$ cat src/rtl/memory_stage.sv
// Pipeline memory stage: decodes lw/sw from the X/M latch, runs them over a req/ack
// data-memory port and emits bubbles while stalled. Optional perf counters: MEM_STAGE_PERF_CNT_EN.
module memory_stage #(
  parameter int ADDR_W      = 12,
  parameter int TIMEOUT_CYC = 255
) (
  input  logic              clk,
  input  logic              rst,
  input  logic [31:0]       instructionin,
  input  logic [31:0]       aluin,
  input  logic [31:0]       datain,
  input  logic [31:0]       PCin,
  output logic [31:0]       aluout,
  output logic [31:0]       dmemout,
  output logic [31:0]       instructionout,
  output logic [31:0]       PCout,
  output logic              stall,
  output logic              dmem_req,
  output logic              dmem_we,
  output logic [ADDR_W-1:0] dmem_addr,
  output logic [31:0]       dmem_wdata,
  input  logic              dmem_ack,
  input  logic [31:0]       dmem_rdata,
  output logic              mem_err
`ifdef MEM_STAGE_PERF_CNT_EN
  ,
  output logic [31:0]       stall_cycles,
  output logic [31:0]       mem_ops
`endif
);

  // Memory handshake: dmem_req stays high with we/addr/wdata stable until the
  // cycle dmem_ack is seen (or the timeout fires); ack is ignored while req is low.
  typedef enum logic [1:0] {IDLE = 2'd0, REQ = 2'd1, RESP = 2'd2} state_e;

  localparam logic [15:0] TO_LAST = 16'(TIMEOUT_CYC - 1);

  state_e              state_q, state_d;
  logic                req_q, req_d;
  logic                we_q, we_d;
  logic [ADDR_W-1:0]   addr_q, addr_d;
  logic [31:0]         wdata_q, wdata_d;
  logic [31:0]         rdata_q, rdata_d;
  logic [15:0]         cnt_q, cnt_d;
  logic                err_q, err_d;
  logic                is_lw, is_sw, is_mem;
  logic                stall_c, pass_c;

  assign is_lw  = (instructionin[31:27] == 5'b01000);
  assign is_sw  = (instructionin[31:27] == 5'b00111);
  assign is_mem = is_lw | is_sw;

  always_ff @(posedge clk) begin
    if (rst) begin
      state_q <= IDLE;
      req_q   <= 1'b0;
      we_q    <= 1'b0;
      addr_q  <= '0;
      wdata_q <= '0;
      rdata_q <= '0;
      cnt_q   <= '0;
      err_q   <= 1'b0;
    end else begin
      state_q <= state_d;
      req_q   <= req_d;
      we_q    <= we_d;
      addr_q  <= addr_d;
      wdata_q <= wdata_d;
      rdata_q <= rdata_d;
      cnt_q   <= cnt_d;
      err_q   <= err_d;
    end
  end

  always_comb begin
    state_d = state_q;
    req_d   = req_q;
    we_d    = we_q;
    addr_d  = addr_q;
    wdata_d = wdata_q;
    rdata_d = rdata_q;
    cnt_d   = cnt_q;
    err_d   = err_q;
    stall_c = 1'b0;
    pass_c  = 1'b0;
    case (state_q)
      IDLE: begin
        if (is_mem) begin
          stall_c = 1'b1;
          state_d = REQ;
          req_d   = 1'b1;
          we_d    = is_sw;
          addr_d  = aluin[ADDR_W-1:0];
          wdata_d = datain;
          cnt_d   = '0;
        end else begin
          pass_c = 1'b1;
        end
      end
      REQ: begin
        stall_c = 1'b1;
        // Ack takes priority over a timeout landing in the same cycle.
        if (dmem_ack || (cnt_q == TO_LAST)) begin
          rdata_d = (dmem_ack && !we_q) ? dmem_rdata : 32'd0;
          err_d   = err_q | ~dmem_ack;
          req_d   = 1'b0;
          we_d    = 1'b0;
          addr_d  = '0;
          wdata_d = '0;
          state_d = RESP;
        end else begin
          cnt_d = cnt_q + 16'd1;
        end
      end
      RESP: begin
        pass_c  = 1'b1;
        state_d = IDLE;
      end
      default: state_d = IDLE;
    endcase
  end

  // Outputs are forced low while rst is held, including the registered port.
  always_comb begin
    aluout         = (pass_c && !rst) ? aluin : 32'd0;
    PCout          = (pass_c && !rst) ? PCin : 32'd0;
    instructionout = (pass_c && !rst) ? instructionin : 32'd0;
    dmemout        = (!rst && state_q == RESP && is_lw) ? rdata_q : 32'd0;
    stall          = stall_c & ~rst;
    dmem_req       = req_q & ~rst;
    dmem_we        = we_q & ~rst;
    dmem_addr      = rst ? '0 : addr_q;
    dmem_wdata     = rst ? 32'd0 : wdata_q;
    mem_err        = err_q & ~rst;
  end

`ifdef MEM_STAGE_PERF_CNT_EN
  logic [31:0] stall_cnt_q, ops_cnt_q;

  always_ff @(posedge clk) begin
    if (rst) begin
      stall_cnt_q <= '0;
      ops_cnt_q   <= '0;
    end else begin
      if (stall_c && stall_cnt_q != 32'hFFFF_FFFF) stall_cnt_q <= stall_cnt_q + 32'd1;
      if (state_q == RESP && ops_cnt_q != 32'hFFFF_FFFF) ops_cnt_q <= ops_cnt_q + 32'd1;
    end
  end

  assign stall_cycles = rst ? 32'd0 : stall_cnt_q;
  assign mem_ops      = rst ? 32'd0 : ops_cnt_q;
`endif

endmodule

$ cat config.mk
export PLATFORM = sky130hd
export DESIGN_NAME = memory_stage
export DESIGN_NICKNAME = d
export VERILOG_FILES = /design/src/rtl/memory_stage.sv
export SDC_FILE = /design/constraint.sdc
export NUM_CORES = 1
export LEC_CHECK = 0
export CAP_MARGIN = 0
export CORE_MARGIN = 10
export CORE_UTILIZATION = 32
export DETAILED_ROUTE_END_ITERATION = 10
export PLACE_DENSITY = 0.82
export SYNTH_ARGS = -nofsm -noshare
export SYNTH_HDL_FRONTEND = slang
export SYNTH_SLANG_ARGS = --single-unit
$ cat constraint.sdc
create_clock -name clk -period 2.4 [get_ports clk]
set_clock_uncertainty 0.2 [all_clocks]
set_input_delay 0.48 -clock clk [delete_from_list [all_inputs] [get_ports clk]]
set_output_delay 0.48 -clock clk [all_outputs]
set_load 0.005 [all_outputs]
==> results of run 1 <==
power groups by stage:
stage          sequential, mW  clock (mW)  combinational [mW]
2_1_floorplan            1.68           0               0.211
6_report                 1.65        1.69                1.13
3_3_place_gp             1.69           0               0.783
3_5_place_dp             1.69           0               0.789
4_1_cts                  1.65        1.71                1.02
5_1_grt                  1.65        1.77                1.18
per-layer routing:
layer	share of wire, %	wire length (um)
met2	51	13500
met5	0	0
met4	2.5	661
met3	9.2	2430
met1	37	9710
area by class of cell:
class,instances,area share (%)
flip-flops and latches,97,18.8
well taps,184,2.23
clock inverters,4,0.957
diodes,3,0.0727
repair buffers,440,46.6
multi-input cells,360,27.0
clock buffers,11,2.45
inverters,52,1.89
per-stage QoR:
step	setup WS, ns	cells	TNS (ns)	hold WS, ns	area, um2
final	-0.241	1151	-17.86	0.257	10300
after global routing	-0.280	1151	-22.78	0.279	10300
after CTS	-0.207	1149	-20.38	0.258	9970
after detailed placement	-0.912	1094	-126.43	0.249	8750
after global placement	-0.881	1094	-123.44	0.243	8750
after floorplan	0.0218	548	0	0.229	4750
cell usage after synthesis, types with 7 or more instances:
cell / number / area [um2]
sky130_fd_sc_hd__and2_1: 127 / 795
sky130_fd_sc_hd__dfxtp_1: 97 / 1940
sky130_fd_sc_hd__inv_1: 52 / 195
sky130_fd_sc_hd__nand2_1: 51 / 191
sky130_fd_sc_hd__o2bb2ai_1: 44 / 385
sky130_fd_sc_hd__a22o_1: 32 / 280
sky130_fd_sc_hd__clkbuf_1: 29 / 109
sky130_fd_sc_hd__and3_1: 12 / 75.1
sky130_fd_sc_hd__o21ai_0: 9 / 45.0
sky130_fd_sc_hd__nor2_1: 8 / 30.0
sky130_fd_sc_hd__nand3_1: 7 / 35.0
sky130_fd_sc_hd__nor3_1: 7 / 35.0
path summary, 6_finish.rpt:
| path | cells past startpoint | to |
|---|---|---|
| worst max-delay path | 10 | aluout[6] |
| worst min-delay path | 2 | wdata_q[5] |
| worst min register to register | 2 | wdata_q[5] |
| worst max register to register | 5 | cnt_q[2] |
worst reg2reg max path: cells and delay by family (launching register included):
kind	cells	cell delay, ns
AO/OA/AOI/OAI	2	0.68
buffers and inverters	1	0.21
AND/OR/NAND/NOR	2	0.77
flip-flops	1	0.44
sequential cells by signal (all words and copies together), names as in the netlist:
signal	count
req_q	1
we_q	1
addr_q	12
err_q	1
cnt_q	16
state_q	2
rdata_q	32
wdata_q	32
repair_timing:
action | CTS | global route
cloned | 17 | 2
gates resized for setup | 779 | 92
setup buffers | 24 | 3
pin swaps | 97 | 26
endpoints found under the setup margin | 176 | 160
cell families (layout without fill, tap and decap cells):
family | after synthesis | after routing | synth area share, %
AOI/OAI and AO/OA | 116 | 116 | 20.4
and+or+nand+nor | 241 | 241 | 29.7
other | 0 | 3 | 0
DFF | 97 | 97 | 41.1
adders and majority gates | 2 | 2 | 0.530
buffers and inverters | 91 | 507 | 8.03
xor gates and xnor gates | 1 | 1 | 0.186
==> impl_metrics.toml, run 1 <==
[run_status]
outcome = "finished with violations"
violations = "negative setup slack"

[yosys]
ys.flop_type = "sky130_fd_sc_hd__dfxtp_1"
syn_avg_cell_area_um2 = 8.61
ys_ff_latch = 97
synth.lib_cells_used.distinct = 54
synthArstFlopShare_pct = 0
post_synthesis_cells = 548
yosysWarnings = 0
postSynthNetCount = 713
synth.cell_area_um2 = 4720
synth.yosys.seq_area_share_pct = 41.1
synth-edff-count = 0

[finish]
finalCoreUtilization_pct = 71.3
design.final.nets = 1125
syn2layout_area_growth_pct = 119
layout_commonest_cell = "sky130_fd_sc_hd__clkdlybuf4s50_1"
multi_input_logic_area_um2 = 2790
seq_area_um2 = 1940
fill_cells = 978
final_cell_mix = "sky130_fd_sc_hd__clkdlybuf4s50_1, sky130_fd_sc_hd__buf_6, sky130_fd_sc_hd__and2_4"
fraction_of_layout_cells_with_a_size_suffix_above_1_pct = 40.5

[sta]
finalSetupViolCount = 127
timing.final.hold_violations = 0
slew_headroom_pct = 65.1
timing.final.crit_share_pct = 110
min_period_ns = 2.64
achievable-frequency_ghz = 0.379
final_critical_path_setup_slack_ns = -0.241
rsz0062_at_grt = "yes"
final_max_slew_viol_count = 0
worstMarginPinSlew_ns = 0.517

[global_route]
groute.layer.met2.usage_pct = 40.0
grt_first_pass_wirelength_um = 35900
initial_antenna_violation_count = 3
grt_util_all_layers_pct = 22.9
grt_busiest_layer = "met2"
largest_net_degree_at_the_start_of_global_routing = 33
grt_pass1_vias = 5965
grt.met3_usage_pct = 8.78
overflow_after_grt = 0
groute.layer.met1.usage_pct = 25.5

[critical_path]
r2r_start = "cnt_q[3]"
critical-path-top-cell-by-count = "sky130_fd_sc_hd__buf_8"
critical_path_start_end_classification = "in2out"
arrival_time_at_the_worst_endpoint_ns = 1.96
required_ns = 1.72
critical_path_peak_fanout = 6
crit_path_max_incr_delay_ns = 0.29
critical_path.cell_chain = "buf_8 -> nor4b_4 -> buf_4 -> o21ai_4 -> and3_4 -> buf_12 -> buf_8 -> buf_16 -> and2_4 -> buf_6"
timing.critical_path.to_type = "output port"
critical_path_start = "instructionin[29]"
crit_buf_inv = 6
timing.critical_path.from_type = "input port"
path_delay_family = "buffers and inverters"
r2r_setup_slk_ns = -0.01
slowest_stage = "sky130_fd_sc_hd__nor4b_4"

[power]
overall_power_mw = 4.47
p_sw_share_pct = 22.8
powerDensity_nw_per_um2 = 433
switching_power_mw = 1.02
vdd_drop_max_mv = 0.320
seqPwrFrac_pct = 36.9
cellInternalPower_mw = 3.45
p_leak_nw = 4.86
pwr-share-comb_pct = 25.2
power_frac_clock_pct = 37.8

[place]
io_buf_count = 338
gpl.final_weighted_congestion = 0.852
hpwlAfterDp_um = 16500

[clock_tree]
number_of_clock_buffers_inserted_by_tritoncts = 9
clk_transition_reported_paths_ns = 0.07
clock_tree.root_cell = "sky130_fd_sc_hd__clkbuf_16"
clock_tree_from_tritoncts = "built"
h-tree-depth = 3
worst_skew_pair.late_latency_ns = 0.34
ctsLongestPathBuffers = 2
cts_sinks = 97
post_cts_hold_buffer_count = 0

[detailed_routing]
num_vias = 5902
wl_um = 26300
drt-wirelength-per-cell_um = 22.9
route.antenna.remaining_nets = 0
detail_route.first_pass.iterations = 5
route.detailed.drc = 0
drt_first_iter_violations = 397
viasPerCell = 5.13

[die]
chipWidth_um = 141
dieHeight_um = 141
fp.dieArea_um2 = 20000
initial_utilization_pct = 32.6
core_um2 = 14500
num_io_pins = 339
core.rowCount = 44

[min_path]
hold_path.class = "reg2reg"
min-delay-start = "wdata_q[5]"

[flow_run]
maxCapViolations = 0
No activity file was read; power rests on OpenSTA's default activity.
==> run 2, diff against run 1 <==
- REMOVE_ABC_BUFFERS: not set -> 1
==> impl_metrics.toml, run 2 (same netlist as run 1, synthesis figures left out) <==
[run_status]
outcome = "finished with violations"
violations = "negative setup slack"

[critical_path]
timing.critical_path.to_type = "output port"
timing.critical_path.from_type = "input port"
critical_path.cell_chain = "buf_8 -> nor4b_4 -> o21ai_2 -> and3_4 -> buf_12 -> buf_16 -> buf_8 -> buf_6 -> and2_4 -> buf_6"
slowest_stage = "sky130_fd_sc_hd__nor4b_4"
critical_path_peak_fanout = 5
arrival_time_at_the_worst_endpoint_ns = 2.00
critical_path_start_end_classification = "in2out"
required_ns = 1.72
crit_path_max_incr_delay_ns = 0.31

[sta]
final.setup.tns_ns = -14.47
timing.final.hold_violations = 0
finalSetupViolCount = 118
rsz0062_at_grt = "yes"
final_max_slew_viol_count = 0
slew_headroom_pct = 64.4
timing.hold.ws_ns = 0.260
min_period_ns = 2.68
achievable-frequency_ghz = 0.374
timing.final.crit_share_pct = 112
worstMarginPinSlew_ns = 0.527
final_critical_path_setup_slack_ns = -0.276

[detailed_routing]
detail_route.first_pass.iterations = 5
num_vias = 5908
viasPerCell = 5.07
route.detailed.drc = 0
drt-wirelength-per-cell_um = 22.5
wl_um = 26300
route.antenna.remaining_nets = 0
drt_first_iter_violations = 307

[die]
fp.dieArea_um2 = 20000
dieHeight_um = 141
initial_utilization_pct = 32.6
core.rowCount = 44
num_io_pins = 339
chipWidth_um = 141
core_um2 = 14500

[min_path]
hold_path.class = "reg2reg"

[finish]
fraction_of_layout_cells_with_a_size_suffix_above_1_pct = 43.8
final_cell_mix = "sky130_fd_sc_hd__clkdlybuf4s50_1, sky130_fd_sc_hd__buf_6, sky130_fd_sc_hd__and2_4"
diodes_inserted = 0
design.final.nets = 1141
layout_commonest_cell = "sky130_fd_sc_hd__clkdlybuf4s50_1"
syn2layout_area_growth_pct = 127
instances_no_fill = 1165
layout_top_registers = "rdata_q (32), wdata_q (32), cnt_q (16)"
fill_cells = 959

[global_route]
overflow_after_grt = 0
grt_first_pass_wirelength_um = 34400
grt_pass1_vias = 5851
grt_util_all_layers_pct = 21.8
largest_net_degree_at_the_start_of_global_routing = 46
initial_antenna_violation_count = 0

[power]
cellInternalPower_mw = 3.32
pwr-share-comb_pct = 26.6
vdd_drop_max_mv = 0.407
overall_power_mw = 4.39
seqPwrFrac_pct = 37.6
powerDensity_nw_per_um2 = 410
p_sw_share_pct = 24.4
power_frac_clock_pct = 35.8
switching_power_mw = 1.07
p_leak_nw = 5.55

[place]
hpwlAfterDp_um = 16700
io_buf_count = 338
gpl.final_weighted_congestion = 0.875
dpl.cell_count = 1097

[flow_run]
maxCapViolations = 0

[clock_tree]
worst_skew_pair.late_latency_ns = 0.34
clk_transition_reported_paths_ns = 0.07
ctsLongestPathBuffers = 2
post_cts_hold_buffer_count = 0
number_of_clock_buffers_inserted_by_tritoncts = 9
cts_sinks = 97
clock_tree_from_tritoncts = "built"
clock_tree.root_cell = "sky130_fd_sc_hd__clkbuf_16"
h-tree-depth = 3
[run 2: cell types whose count changed in the layout (fill, tap and decap cells not counted), sizes merged]
cell	before	now
buf	233	246
bufinv	3	2
clkbuf	13	14
clkdlybuf4s15	0	2
clkdlybuf4s50	178	158
clkinv	0	2
clkinvlp	0	1
diode	3	0
dlygate4sd2	25	9
dlymetal6s2s	2	37
[run 2: timing repair]
action | in CTS | in global routing
resized for setup | 573 | 357
setup buffers | 25 | 18
setup endpoints to repair | 181 | 211
cloned | 13 | 5
pin swaps | 29 | 104
[run 2: metal layers]
metal	GRT usage (%)	routed length (um)
met1	23.1	9050
met5	0	0
met3	10.1	2640
met2	37.8	13600
met4	6.67	930
[run 2: worst max-delay path: cells and delay by family]
family	cells	cell delay [ns]
simple gates	3	0.69
buf+inv	6	0.70
compound gates	1	0.12
[run 2: power groups by stage]
stage	clock, mW	combinational (mW)	sequential, mW
2_1_floorplan	0	0.183	1.68
3_3_place_gp	0	0.784	1.69
3_5_place_dp	0	0.790	1.69
4_1_cts	1.59	0.949	1.65
5_1_grt	1.66	1.22	1.65
6_report	1.57	1.17	1.65
[run 2: area by class of cell]
type                    instances  area [um2]  share of cell area [%]
flip-flops and latches         97        1940                    18.2
well taps                     184         230                    2.15
clock buffers                  10         229                    2.14
clock inverters                 6        90.1                   0.842
inverters                      52         195                    1.82
multi-input cells             360        2990                    28.0
repair buffers                456        5020                    46.9
[run 2: stage by stage]
step	utilization (%)	worst slack, ns	cell area, um2
final	73.9	-0.276	10700
after global routing	73.9	-0.309	10700
after CTS	65.8	-0.316	9520
after detailed placement	60.4	-0.965	8750
after global placement	60.4	-0.960	8750
after floorplan	-	-1.64	4540
[run 2: final timing paths]
kind / endpoint / start / slack (ns) / cells after the start
hold reg to reg: wdata_q[8] / wdata_q[8] / 0.26 / 2
setup reg to reg: wdata_q[23] / cnt_q[0] / -0.01 / 10
hold / removal: wdata_q[8] / wdata_q[8] / 0.26 / 2
setup / recovery: instructionout[15] / instructionin[27] / -0.28 / 10
